$ cat config.mk
export PLATFORM = sky130hd
export DESIGN_NAME = ecc_hamming_scrubber
export DESIGN_NICKNAME = d
export VERILOG_FILES = /design/src/rtl/ecc_hamming_pkg.sv /design/src/rtl/ecc_hamming_decoder.sv /design/src/rtl/ecc_hamming_encoder.sv /design/src/rtl/ecc_hamming_scrubber.sv
export SDC_FILE = /design/constraint.sdc
export NUM_CORES = 1
export LEC_CHECK = 0
export ABC_AREA = 1
export BUFFER_PORTS_ARGS = -buffer_cell sky130_fd_sc_hd__buf_4
export CORE_MARGIN = 2
export CORE_UTILIZATION = 50
export CTS_CLUSTER_DIAMETER = 50
export DETAILED_ROUTE_END_ITERATION = 12
export PLACE_DENSITY = 0.81
export SLEW_MARGIN = 20
export SYNTH_ARGS = -nofsm -noshare
export SYNTH_HDL_FRONTEND = slang
export SYNTH_SLANG_ARGS = --single-unit
$ cat constraint.sdc
create_clock -name clk -period 2 [get_ports clk]
set_input_delay 0.2 -clock clk [delete_from_list [all_inputs] [get_ports clk]]
set_output_delay 0.2 -clock clk [all_outputs]
set_load 0.005 [all_outputs]
$ cat src/rtl/ecc_hamming_pkg.sv
// Shared types and sizing helpers for the Hamming/SECDED datapath and scrubber.
package ecc_hamming_pkg;

  typedef enum logic [2:0] {
    IDLE, WAIT, RD_REQ, RD_WAIT, CHECK, WR_REQ, NEXT
  } scrub_state_t;

  function automatic int ecc_parity_bits(int d, int c);
    return c - d;
  endfunction

  function automatic int ecc_mem_width(int dw, int c, int d, int secded);
    return dw + c - d + secded;
  endfunction

  // 1-based codeword position of data bit k (data fills the non-power-of-two slots).
  function automatic int ecc_data_pos(int k);
    int n, r;
    n = 0;
    r = 0;
    for (int p = 1; p < 256; p++) begin
      if ((p & (p - 1)) != 0) begin
        if (n == k) r = p;
        n++;
      end
    end
    return r;
  endfunction

endpackage

$ cat src/rtl/ecc_hamming_decoder.sv
// Hamming/SECDED decoder: syndrome, single-bit correction, double-error flag.
module ecc_hamming_decoder import ecc_hamming_pkg::*; #(
  parameter  int D      = 4,
  parameter  int DW     = D,
  parameter  int C      = 7,
  parameter  int SECDED = 1,
  localparam int MW     = ecc_mem_width(DW, C, D, SECDED)
) (
  input  logic [MW-1:0] word,
  output logic [DW-1:0] data,
  output logic          sb_err,
  output logic          db_err
);
  localparam int P  = ecc_parity_bits(D, C);
  localparam int CW = C - (D - DW);

  logic [C-1:0] cw;
  logic [P-1:0] syn;
  logic         par;

  always_comb begin
    cw = '0;
    cw[CW-1:0] = word[CW-1:0];
    syn = '0;
    for (int q = 1; q <= C; q++) if (cw[q-1]) syn = syn ^ P'(q);
    par = ^word;
    sb_err = 1'b0;
    db_err = 1'b0;
    // A syndrome pointing past the stored bits cannot be a single error.
    if (SECDED != 0) begin
      if (par) begin
        if (int'(syn) > CW) db_err = 1'b1;
        else                sb_err = 1'b1;
      end else if (syn != '0) db_err = 1'b1;
    end else if (syn != '0) begin
      if (int'(syn) > CW) db_err = 1'b1;
      else                sb_err = 1'b1;
    end
    for (int q = 1; q <= C; q++)
      if (sb_err && int'(syn) == q) cw[q-1] = ~cw[q-1];
    data = '0;
    for (int k = 0; k < DW; k++) data[k] = cw[ecc_data_pos(k)-1];
  end

endmodule

$ cat src/rtl/ecc_hamming_encoder.sv
// Hamming encoder with optional overall parity; shortened codes drop the top data slots.
module ecc_hamming_encoder import ecc_hamming_pkg::*; #(
  parameter  int D      = 4,
  parameter  int DW     = D,
  parameter  int C      = 7,
  parameter  int SECDED = 1,
  localparam int MW     = ecc_mem_width(DW, C, D, SECDED)
) (
  input  logic [DW-1:0] data,
  output logic [MW-1:0] word
);
  localparam int P  = ecc_parity_bits(D, C);
  localparam int CW = C - (D - DW);

  logic [D-1:0] dext;
  logic [C-1:0] cw;

  always_comb begin
    dext = '0;
    dext[DW-1:0] = data;
    cw = '0;
    for (int k = 0; k < D; k++) cw[ecc_data_pos(k)-1] = dext[k];
    for (int b = 0; b < P; b++)
      for (int q = 1; q <= C; q++)
        if (((q >> b) & 1) == 1 && q != (1 << b)) cw[(1 << b)-1] = cw[(1 << b)-1] ^ cw[q-1];
  end

  if (SECDED != 0) begin : g_secded
    assign word = {^cw[CW-1:0], cw[CW-1:0]};
  end else begin : g_plain
    assign word = cw[CW-1:0];
  end

endmodule

$ cat src/rtl/ecc_hamming_scrubber.sv
// Background scrubber: walks memory via the arbiter, rewrites corrected words,
// counts and reports uncorrectable ones.
module ecc_hamming_scrubber import ecc_hamming_pkg::*; #(
  parameter  int D        = 4,
  parameter  int DW       = D,
  parameter  int C        = 7,
  parameter  int SECDED   = 1,
  parameter  int AW       = 8,
  parameter  int DEPTH    = 2**AW,
  parameter  int INTERVAL = 1024,
  parameter  int CNTW     = 16,
  localparam int MW       = ecc_mem_width(DW, C, D, SECDED)
) (
  input  logic            clk,
  input  logic            rst_n,
  input  logic            enable,
  input  logic            start,
  input  logic            clr_cnt,
  output logic            mem_req,
  output logic            mem_we,
  output logic [AW-1:0]   mem_addr,
  output logic [MW-1:0]   mem_wdata,
  input  logic            mem_gnt,
  input  logic            mem_rvalid,
  input  logic [MW-1:0]   mem_rdata,
  output logic            busy,
  output logic            pass_done,
  output logic [CNTW-1:0] sb_cnt,
  output logic [CNTW-1:0] db_cnt,
  output logic [AW-1:0]   db_err_addr,
  output logic            db_irq
);
  localparam int IW = (INTERVAL > 1) ? $clog2(INTERVAL) : 1;

  scrub_state_t  state, state_n;
  logic [AW-1:0] addr, addr_n;
  logic [IW-1:0] ivl, ivl_n;
  logic          oneshot, oneshot_n;
  logic [MW-1:0] rword, enc_word;
  logic [DW-1:0] dec_data;
  logic          dec_sb, dec_db, last, chk_sb, chk_db;

  ecc_hamming_decoder #(.D(D), .DW(DW), .C(C), .SECDED(SECDED)) u_dec (
    .word(rword), .data(dec_data), .sb_err(dec_sb), .db_err(dec_db)
  );

  ecc_hamming_encoder #(.D(D), .DW(DW), .C(C), .SECDED(SECDED)) u_enc (
    .data(dec_data), .word(enc_word)
  );

  assign last   = (addr == AW'(DEPTH - 1));
  assign busy   = !(state == IDLE || state == WAIT);
  assign chk_sb = (state == CHECK) && dec_sb;
  assign chk_db = (state == CHECK) && dec_db;

  always_comb begin
    state_n   = state;
    addr_n    = addr;
    ivl_n     = ivl;
    oneshot_n = oneshot;
    case (state)
      IDLE, WAIT: begin
        if (start) begin
          addr_n    = '0;
          oneshot_n = 1'b1;
          state_n   = RD_REQ;
        end else if (!enable) begin
          state_n = IDLE;
        end else if (state == IDLE) begin
          state_n = WAIT;
          ivl_n   = IW'(INTERVAL - 1);
        end else if (ivl == '0) begin
          state_n = RD_REQ;
        end else begin
          ivl_n = ivl - 1'b1;
        end
      end
      RD_REQ:  if (mem_gnt) state_n = RD_WAIT;
      RD_WAIT: if (mem_rvalid) state_n = CHECK;
      CHECK:   state_n = dec_sb ? WR_REQ : NEXT;
      WR_REQ:  if (mem_gnt) state_n = NEXT;
      NEXT: begin
        if (last) begin
          addr_n    = '0;
          oneshot_n = 1'b0;
        end else begin
          addr_n = addr + 1'b1;
        end
        if (oneshot_n) begin
          state_n = RD_REQ;
        end else if (enable) begin
          state_n = WAIT;
          ivl_n   = IW'(INTERVAL - 1);
        end else begin
          state_n = IDLE;
        end
      end
      default: state_n = IDLE;
    endcase
  end

  always_ff @(posedge clk or negedge rst_n) begin
    if (!rst_n) begin
      state       <= IDLE;
      addr        <= '0;
      ivl         <= '0;
      oneshot     <= 1'b0;
      rword       <= '0;
      mem_req     <= 1'b0;
      mem_we      <= 1'b0;
      mem_addr    <= '0;
      mem_wdata   <= '0;
      pass_done   <= 1'b0;
      sb_cnt      <= '0;
      db_cnt      <= '0;
      db_err_addr <= '0;
      db_irq      <= 1'b0;
    end else begin
      state   <= state_n;
      addr    <= addr_n;
      ivl     <= ivl_n;
      oneshot <= oneshot_n;
      if (state == RD_WAIT && mem_rvalid) rword <= mem_rdata;
      // Bus outputs follow the next state so they are registered yet aligned with it.
      mem_req <= (state_n == RD_REQ) || (state_n == WR_REQ);
      mem_we  <= (state_n == WR_REQ);
      if (state_n == RD_REQ) mem_addr <= addr_n;
      if (chk_sb) mem_wdata <= enc_word;
      pass_done <= (state == NEXT) && last;
      db_irq    <= chk_db;
      if (chk_db) db_err_addr <= addr;
      if (clr_cnt)                  sb_cnt <= '0;
      else if (chk_sb && ~&sb_cnt)  sb_cnt <= sb_cnt + 1'b1;
      if (clr_cnt)                  db_cnt <= '0;
      else if (chk_db && ~&db_cnt)  db_cnt <= db_cnt + 1'b1;
    end
  end

endmodule

==> reports/qor.txt, run 1 <==
Clock buffer depth: 2
WHS Path Cells: 3
Pre-CTS WS: -0.0669 ns
Sequential power share: 0.323
Synth Flop Type: dfrtp_1
Clock insertion delay at the later pin of the skew report: 0.37 ns
H-tree Lvls: 3
Final setup vio count: 0
Fin crit period: 1.95 ns
First drt pass iteration count: 7
M2 GR Usage: 0.395
Ys Warns: 0
Via density: 5.35
Max rail drop VDD: 0.747 mV
Critical path class: reg -> reg
CP required: 2.26 ns
Wire length per cell: 13.9 µm
Met1 Usage GRT: 0.297
HPWL after detailed placement: 9130 µm
Logic pwr share: 0.517
Synth cell types: 39
Reg2reg path depth: 12
Max Freq: 512 MHz
Commonest non-fill, non-tap cell in the layout: nand2_1
Final slew viol count: 0
RSZ-0062 raised after global routing: yes
Layout Cell Area excl Fill: 6570 µm²
Final clock skew: 0.0148 ns
Area delta synth->final: 27.8%
Layout net count: 822
CP endpoint kind: flop
Core area: 10,100 µm²
Global route hottest layer: met2
Clk slew on worst S/H paths: 0.09 ns
Clock power share: 0.160
Pint: 4500 µW
Ports: 76
Synthesized flop and latch total: 90
Max transition margin: 0.672
CTS tree: yes
Die X: 105 µm
Rows: 37
Final ANT Viol Nets: 0
Post-synth EDFFs: 0
Die height: 105 µm
Cell Area, Placed: 5960 µm²
Clock Sinks: 90
Gr ovfl total: 0
CP Data Arrival Time: 2.21 ns
1st-iter DRT viols: 371
Max-cap violation count: 0
P_leak: 0.00325 µW
Nature of the critical path startpoint: flop
Syn avg cell area: 7.53 µm²
Post-Synthesis Cells: 683
Async SR Flop Fraction: 1.00
HP Class: in -> reg
P per Cell Area: 1230 nW/µm²
Largest net degree at the start of global routing: 50
Antenna violations before repair: 0
Ant diodes: 0
Fraction of layout instances using a drive strength above 1: 0.285
Crit share post-route: 0.976
Total CTS buffers: 9
Initial Utilization: 0.507
CTS root buf: clkbuf_8
GPL Wtd Cong: 0.934
Vias: 5,048
Switching Fraction: 0.441
First-pass GRT wire length: 21,100 µm
DIE AREA: 11,100 µm²
Final Hold Vio Count: 0
Register area share after synthesis: 0.438
Netlist Area Pre-Place: 5140 µm²
DR DRC count: 0
Vias in the first global route: 4,589
Slew @ Worst Pin: 0.488 ns
IO buf count: 75
Min Hold Slack: 0.0818 ns
Crit Path Max Fanout: 5
Most frequent cells in the layout: nand2_1 (219), buf_4 (114), dfrtp_1 (85)
All-Layer GR Usage: 0.230
NetSw: 3560 µW
Post-Syn Nets: 702
Setup WS post-layout: 0.0481 ns
Met3 Use GR: 0.0439
Outcome: complete, no violations
Routed wire length: 13,100 µm
[layer usage]
metal,share of wire,vias to the layer above
li1,-,2439
met1,0.43,2419
met2,0.51,166
met3,0.048,24
met4,0.018,0
met5,0,-
[synth_stat cells, types with 2 or more instances]
master,n,area share
a21oi_1,16,0.016
a31oi_1,4,0.0049
buf_2,6,0.0058
buf_4,3,0.0044
buf_6,5,0.011
clkbuf_1,3,0.0022
dfrtp_1,90,0.44
ha_1,4,0.0097
inv_1,54,0.039
inv_2,10,0.0073
nand2_1,234,0.17
nand2_2,5,0.0061
nand2_4,4,0.0088
nand3_1,48,0.047
nand3_2,6,0.012
nand3b_1,2,0.0029
nand4_1,15,0.018
nor2_1,64,0.047
nor2_2,4,0.0049
nor3_1,18,0.018
nor3_2,2,0.0039
o21a_1,3,0.0044
o21ai_0,24,0.023
o21ai_1,9,0.0088
o21ai_2,10,0.017
o31ai_1,4,0.0058
or2_2,2,0.0024
xnor2_1,4,0.0068
xor2_1,20,0.034
[final timing paths]
kind	slack (ns)	start	to
min in group asynchronous	0.27	rst_n	mem_addr[2]
worst max-delay path	0.05	rword[6]	mem_wdata[1]
worst min register to register	0.49	ivl[5]	ivl[5]
worst max register to register	0.05	rword[6]	mem_wdata[1]
worst min-delay path	0.08	mem_rdata[3]	rword[3]
max in group asynchronous	1.11	rst_n	rword[1]
[per-stage QoR]
step / total power (µW) / utilization / TNS [ns] / cells
floorplan: 4970 / - / 0 / 683
global placement: 5910 / 0.588 / 0 / 903
detailed placement: 6050 / 0.588 / -0.0784 / 903
CTS: 7430 / 0.613 / -0.198 / 922
global route: 8650 / 0.648 / -1.42 / 944
finish: 8060 / 0.648 / 0 / 944
[cell families after synthesis]
group	after synthesis	share of synthesized area
compound gates	73	0.0849
xor+xnor	25	0.0440
fa+ha+maj	4	0.00973
buf+inv	83	0.0720
flops	90	0.438
simple gates	408	0.351
[state kept, by name, summed over array words and instances (netlist names)]
name	cells
mem_req	1
addr	8
db_err_addr	8
ivl	10
state	3
pass_done	1
rword	8
oneshot	1
mem_wdata	8
sb_cnt	16
mem_we	1
db_irq	1
mem_addr	8
db_cnt	16
[final cells by class]
type	instances	area, µm²
inverters	66	267
flip-flops and latches	90	2260
clock inverters	5	61.3
well taps	136	170
multi-input cells	511	2680
clock buffers	11	141
fillers	797	3560
repair buffers	125	998
[power by group through the flow]
stage               registers (µW)  clock network [µW]  logic (µW)
floorplan                     2520                   0        2450
finish                        2600                1290        4170
CTS                           2590                1300        3540
global route                  2660                1380        4610
detailed placement            2620                   0        3420
global placement              2600                   0        3310
[critical path, cell delays in order, from the launching register on]
cell and delay (ns):
dfrtp_1 0.42, buf_4 0.17, nand2_1 0.08, nand2_2 0.12
xor2_2 0.31, nor2_2 0.09, buf_4 0.15, nand3_1 0.08
nand3_2 0.11, nand2_2 0.11, nand2_1 0.08, nand2_1 0.07
nand2_1 0.06
[what timing repair did]
| action | 4_1_cts | 5_1_grt |
|---|---|---|
| gates cloned | 0 | 2 |
| setup endpoints to repair | 6 | 64 |
| setup buffers | 2 | 20 |
| hold endpoints to repair | 19 | 0 |
| pin swaps | 1 | 28 |
| hold buffers | 1 | 0 |
| resized for setup | 3 | 62 |
No activity file was read; power rests on OpenSTA's default activity.
==> run 2: changes to the inputs <==
Settings changed: SYNTH_HIERARCHICAL set to 1.
==> run 2 against run 1 <==
Area after synthesis down 0.75%. Maximum frequency is 9.2% lower. Clock-buffer cell count shrank 1. Cell area is 5.7% higher. Via count increased by 8.0%. Register-to-register slack worse by 0.20 ns. Synthesized cell count rose by 1.3%. Critical endpoint is now db_cnt[14]. Die area decreased by 0.72%. The flow now finishes with violations (setup timing). Largest power group unchanged.
==> reports/qor.txt, run 2 <==
DIE AREA: 11,000 µm² (-0.72%)
Ys Warns: 6 (+6)
First-pass GRT wire length: 22,100 µm (+4.8%)
Most frequent cells in the layout: nand2_1 (204), buf_4 (122), dfrtp_1 (86)
First drt pass iteration count: 6 (-1)
All-Layer GR Usage: 0.244 (+0.0139)
P per Cell Area: 1470 nW/µm² (+20%)
Setup WS post-layout: -0.150 ns (-0.198 ns)
Fin crit period: 2.15 ns (+0.198 ns)
Register area share after synthesis: 0.441 (+0.00333)
Post-Synthesis Cells: 692 (+1.3%)
Final ANT Viol Nets: 0 (unchanged)
Clock buffer depth: 2 (unchanged)
Synth top area cells: dfrtp_1 (44%), nand2_1 (18%), nand3_1 (5.6%)
Post-Syn Nets: 711 (+1.3%)
Synth cell types: 40 (+2.6%)
Top cells by count, synth: nand2_1 (240), dfrtp_1 (90), inv_1 (61)
1st-iter DRT viols: 458 (+23%)
Initial Utilization: 0.518 (+0.0102)
DR DRC count: 0 (unchanged)
Area delta synth->final: 36.2%
IO buf count: 75 (unchanged)
Antenna violations before repair: 0 (unchanged)
CTS root buf: clkbuf_8
Async SR Flop Fraction: 1.00 (unchanged)
Commonest non-fill, non-tap cell in the layout: nand2_1
Gr ovfl total: 0 (unchanged)
Syn avg cell area: 7.38 µm² (-2.0%)
Violated checks: setup timing
Ports: 76 (unchanged)
Crit share post-route: 1.07 (+0.0988)
HPWL after detailed placement: 9270 µm (+1.6%)
Outcome: complete, but fails checks
RSZ-0062 raised after global routing: yes
Post-synth EDFFs: 0 (unchanged)
Max rail drop VDD: 1.24 mV (+67%)
Synth area leader: dfrtp_1
Netlist Area Pre-Place: 5100 µm² (-0.75%)
Final slew viol count: 0 (unchanged)
Rows: 36 (-2.7%)
Most frequent cell after synthesis: nand2_1
Crit Path Max Fanout: 6 (+1)
Routed wire length: 15,300 µm (+17%)
Slew @ Worst Pin: 0.502 ns (+0.0142 ns)
Final setup vio count: 31 (+31)
Max transition margin: 0.663 (-0.00956)
Die X: 105 µm (-0.36%)
CP endpoint kind: flop
Synth Flop Type: dfrtp_1
Placed Cells: 919 (+1.8%)
Critical path class: reg -> reg
Clock insertion delay at the later pin of the skew report: 0.37 ns (about the same)
Yosys top cell area share: 0.441 (+0.00333)
CP Cell Sequence: inv_2 -> buf_4 -> nand2_1 -> nand2_1 -> nand2_2 -> nand2_4 -> nor2_4 -> a21oi_1 -> nand2_2 -> inv_4 -> nand2_8 -> buf_4 -> o31ai_1
Total CTS buffers: 9 (unchanged)
Top delay family on crit path: simple AND/OR/NAND/NOR gates
CP max stage delay: 0.48 ns (+0.06 ns)
Vias in the first global route: 4,896 (+6.7%)
Synthesized flop and latch total: 90 (unchanged)
Ant diodes: 0 (unchanged)
Fin cells: 966 (+2.3%)
Layout net count: 847 (+3.0%)
P_leak: 0.00348 µW (+7.0%)
Final Hold Vio Count: 0 (unchanged)
HP Class: in -> reg
Final clock skew: 0.0156 ns (+0.000870 ns)
Critical Path Slowest Stage Cell: dfrtp_2
CP Data Arrival Time: 2.42 ns (+0.21 ns)
Fraction of layout instances using a drive strength above 1: 0.335 (+0.0503)
Nature of the critical path startpoint: flop
Min Hold Slack: 0.0653 ns (-0.0166 ns)
Largest registers: db_cnt (16), sb_cnt (16), ivl (10)
Core area: 9860 µm² (-2.7%)
CTS tree: yes
CP required: 2.27 ns (about the same)
GPL Wtd Cong: 0.963 (+3.1%)
Clk slew on worst S/H paths: 0.09 ns (about the same)
Fin Setup TNS: -2.97 ns (-2.97 ns)
H-tree Lvls: 3 (unchanged)
Wire length per cell: 15.8 µm (+14%)
Max Freq: 465 MHz (-9.2%)
Via density: 5.64 (+5.5%)
Max-cap violation count: 0 (unchanged)
Clock Sinks: 90 (unchanged)
Largest net degree at the start of global routing: 66 (+32%)
Die height: 105 µm (-0.36%)
CP Buf/Inv Count: 4 (+2)
Vias: 5,450 (+8.0%)
## run 2: cell count changes after synthesis, sizes merged, moves of 8 or more
cell	previous run	this run
inv	65	75
mux2	0	8
nand2	243	260
nor2	70	60
o21ai	43	34
o21bai	0	8
xor2	21	13
## run 2: final timing paths
path                              start            to  slack, ns  depth (start not counted)
max reg2reg                    rword[4]    db_cnt[14]      -0.15                         13
min in group asynchronous         rst_n    sb_cnt[14]       0.29                          2
max                            rword[4]    db_cnt[14]      -0.15                         13
max in group asynchronous         rst_n      state[2]       1.06                          3
min reg2reg                mem_wdata[0]  mem_wdata[0]       0.49                          2
min                        mem_rdata[0]      rword[0]       0.07                          2
## run 2: stage by stage
stage | setup WS, ns | instance area, µm² | total power [µW] | util
after floorplan | 0.0463 | 5100 | 5210 | -
after global placement | -0.0673 | 6010 | 6280 | 0.610
after detailed placement | -0.221 | 6010 | 6460 | 0.610
final | -0.150 | 6950 | 10200 | 0.705
after CTS | -0.0186 | 6490 | 8620 | 0.658
after global routing | -0.279 | 6950 | 10700 | 0.705
## run 2: report_power, final
part | switching [µW] | internal [µW]
clock | 725 | 883
sequential | 423 | 2230
combinational | 3470 | 2470
total | 4620 | 5580
## run 2: cell type report
cell class | instances | area [µm²]
Clock buffer | 10 | 138
Clock inverter | 6 | 119
Fill cell | 720 | 2910
Inverter | 77 | 312
Multi-Input combinational cell | 511 | 2860
Sequential cell | 90 | 2260
Tap cell | 133 | 166
Timing Repair Buffer | 138 | 1100
Timing Repair inverter | 1 | 7.51
## run 2: timing repair
item	CTS	global route
setup buffers	18	9
endpoints found under the setup margin	43	45
cloned	2	2
gates resized for setup	20	115
pin swaps	12	52
hold buffers	1	0
hold endpoints to repair	25	0
## run 2: layer usage
layer	track usage	vias up	share of wire
met5	0	-	0
met4	0.0762	0	0.032
met3	0.0499	54	0.078
met2	0.412	306	0.49
met1	0.314	2605	0.40
li1	-	2485	-
## run 2: kinds of logic (layout without fill, tap and decap cells)
family / count (synthesis) / after routing / synth area share
buf+inv: 93 / 232 / 0.0755
mux: 8 / 8 / 0.0176
flops: 90 / 90 / 0.441
simple gates: 413 / 415 / 0.350
xor+xnor: 16 / 16 / 0.0289
compound gates: 68 / 68 / 0.0767
fa+ha+maj: 4 / 4 / 0.00980
==> run 3: changes to the inputs <==
Settings changed: CTS_BUF_LIST set to sky130_fd_sc_hd__clkbuf_4, SLEW_MARGIN 20 to 5.
==> run 3 against run 2 <==
The run still ends with setup timing left. Worst setup slack worse by 0.072 ns. Die area unchanged. Clock skew up 0.0062 ns. Hold slack better by 0.059 ns. Clock power down 17%. Sequential share of layout area down 0.12 points. Register-to-register slack worse by 0.07 ns. Routed wire length down 0.79%. Total power down 5.1%. Critical path type unchanged.
==> reports/qor.txt, run 3 (synthesis results as in run 2) <==
Ports: 76 (unchanged)
Max rail drop VDD: 1.24 mV (-0.33%)
HP Class: in -> reg
Clock Sinks: 90 (unchanged)
HP Start: start
H-tree Lvls: 3 (unchanged)
Crit Path Max Fanout: 4 (-2)
Fin crit period: 2.22 ns (+0.0723 ns)
Reg2reg start: rword[0]
Final core utilization: 0.707 (+0.00266)
WHS Path Cells: 4 (+2)
Worst r2r dst: mem_req
Fraction of layout instances using a drive strength above 1: 0.342 (+0.00714)
Critical path class: reg -> reg
Reg2reg setup slack: -0.22 ns (-0.07 ns)
Die height: 105 µm (unchanged)
Vias: 5,399 (-0.94%)
Largest registers: db_cnt (16), sb_cnt (16), ivl (10)
Final setup vio count: 21 (-32%)
Final Hold Vio Count: 0 (unchanged)
Rows: 36 (unchanged)
DR DRC count: 0 (unchanged)
Clock buffer depth: 2 (unchanged)
Fin cells: 972 (+0.62%)
Commonest non-fill, non-tap cell in the layout: nand2_1
Clock insertion delay at the later pin of the skew report: 0.46 ns (+0.09 ns)
Die X: 105 µm (unchanged)
Hold Path End: addr[4]
Initial Utilization: 0.518 (unchanged)
IO buf count: 75 (unchanged)
Core area: 9860 µm² (unchanged)
Layout net count: 853 (+0.71%)
Final clock skew: 0.0218 ns (+0.00618 ns)
Setup WS post-layout: -0.222 ns (-0.0723 ns)
Max transition margin: 0.594 (-0.0681)
Placed Cells: 919 (unchanged)
CTS tree: yes
HPWL after detailed placement: 9270 µm (unchanged)
GPL Wtd Cong: 0.963 (unchanged)
Clk slew on worst S/H paths: 0.15 ns (+0.06 ns)
Min Hold Slack: 0.124 ns (+0.0592 ns)
Total CTS buffers: 9 (unchanged)
Area delta synth->final: 36.7%
Antenna violations before repair: 0 (unchanged)
All-Layer GR Usage: 0.243 (-0.000667)
Wire length per cell: 15.6 µm (-1.4%)
Slew @ Worst Pin: 0.604 ns (+0.101 ns)
CP Data Arrival Time: 2.60 ns (+0.18 ns)
Routed wire length: 15,100 µm (-0.79%)
Tot Pwr: 9680 µW (-5.1%)
Ant diodes: 0 (unchanged)
P per Cell Area: 1390 nW/µm² (-5.5%)
CP required: 2.38 ns (+0.11 ns)
First drt pass iteration count: 6 (unchanged)
Fillcell total: 727 (+0.97%)
First-pass GRT wire length: 22,200 µm (+0.50%)
Vias in the first global route: 4,958 (+1.3%)
Via density: 5.55 (-1.5%)
Reg2reg path depth: 18 (+5)
Violated checks: setup timing
Crit share post-route: 1.11 (+0.0361)
Final ANT Viol Nets: 0 (unchanged)
RSZ-0062 raised after global routing: yes
Max-cap violation count: 0 (unchanged)
Most frequent cells in the layout: nand2_1 (193), buf_4 (114), dfrtp_1 (86)
CTS root buf: clkbuf_4
Nature of the critical path startpoint: flop
Max Freq: 450 MHz (-3.3%)
CP endpoint kind: flop
Final slew viol count: 0 (unchanged)
DIE AREA: 11,000 µm² (unchanged)
Gr ovfl total: 0 (unchanged)
P_leak: 0.00345 µW (-0.72%)
Outcome: complete, but fails checks
1st-iter DRT viols: 419 (-8.5%)
Largest net degree at the start of global routing: 66 (unchanged)
-- run 3: cell types whose count changed in the layout (fill, tap and decap cells not counted), sizes merged --
cell         delta
inv             -1
dlygate4sd3     +9
clkbuf          -1
clkinv          +2
nand2           +1
buf             -4
-- run 3: per-layer routing --
| layer | vias to the layer above | global-route usage | routed length (µm) |
|---|---|---|---|
| met5 | - | 0 | 0 |
| met3 | 56 | 0.0356 | 980 |
| met2 | 277 | 0.414 | 7460 |
| met1 | 2567 | 0.319 | 6310 |
| met4 | 0 | 0.0771 | 380 |
| li1 | 2499 | - | - |
-- run 3: per-stage QoR --
stage / TNS (ns) / area [µm²] / worst slack (ns)
CTS: -0.125 / 6510 / -0.0418
floorplan: 0 / 5100 / 0.0463
finish: -2.38 / 6980 / -0.222
global placement: -0.716 / 6010 / -0.0673
detailed placement: -3.66 / 6010 / -0.221
global route: -7.22 / 6980 / -0.338
-- run 3: where the power goes --
| group | leakage, µW | switching (µW) | internal, µW | total [µW] |
|---|---|---|---|---|
| registers | 0.00118 | 399 | 2220 | 2620 |
| logic | 0.00217 | 3320 | 2390 | 5710 |
| clock network | 0.000100 | 695 | 647 | 1340 |
-- run 3: repair_timing --
item                                    4_1_cts  5_1_grt
gates cloned                                  3        1
resized for setup                            26      118
hold buffers                                 10        0
pin swaps                                    12       54
setup buffers                                13       10
endpoints found under the hold margin        34        0
endpoints found under the setup margin       41       49
-- run 3: worst max-delay path by stage --
stage          slack (ns)     endpoint     start
3_5_place_dp        -0.22  mem_addr[2]  rword[1]
3_3_place_gp        -0.07    db_cnt[7]  rword[6]
4_1_cts             -0.04      mem_req  rword[1]
2_1_floorplan        0.05  mem_addr[1]  rword[2]
5_1_grt             -0.34      mem_req  rword[4]
6_report            -0.22      mem_req  rword[0]
-- run 3: worst max-delay path, cell delays in order, from the launching register on --
cell	delay, ns
dfrtp_1	0.45
buf_6	0.14
nand2_2	0.06
nand2_2	0.05
nand2_2	0.12
nand2_4	0.08
inv_4	0.06
nand2_4	0.05
nand2_4	0.07
buf_6	0.11
inv_4	0.03
nand3_2	0.05
nand2_1	0.06
nor2_1	0.14
nand4_1	0.22
buf_4	0.22
nor2_2	0.07
nand2_1	0.07
o21ai_1	0.08
-- run 3: layout make-up --
type                       count  area (µm²)  area share
timing repair inverter         1        7.51     0.00108
clock buffer                   9        67.6     0.00968
tap                          133         166      0.0238
sequential                    90        2260       0.323
multi-input combinational    512        2850       0.408
timing repair buffer         143        1190       0.170
clock inverter                 7         123      0.0176
inverter                      77         319      0.0457
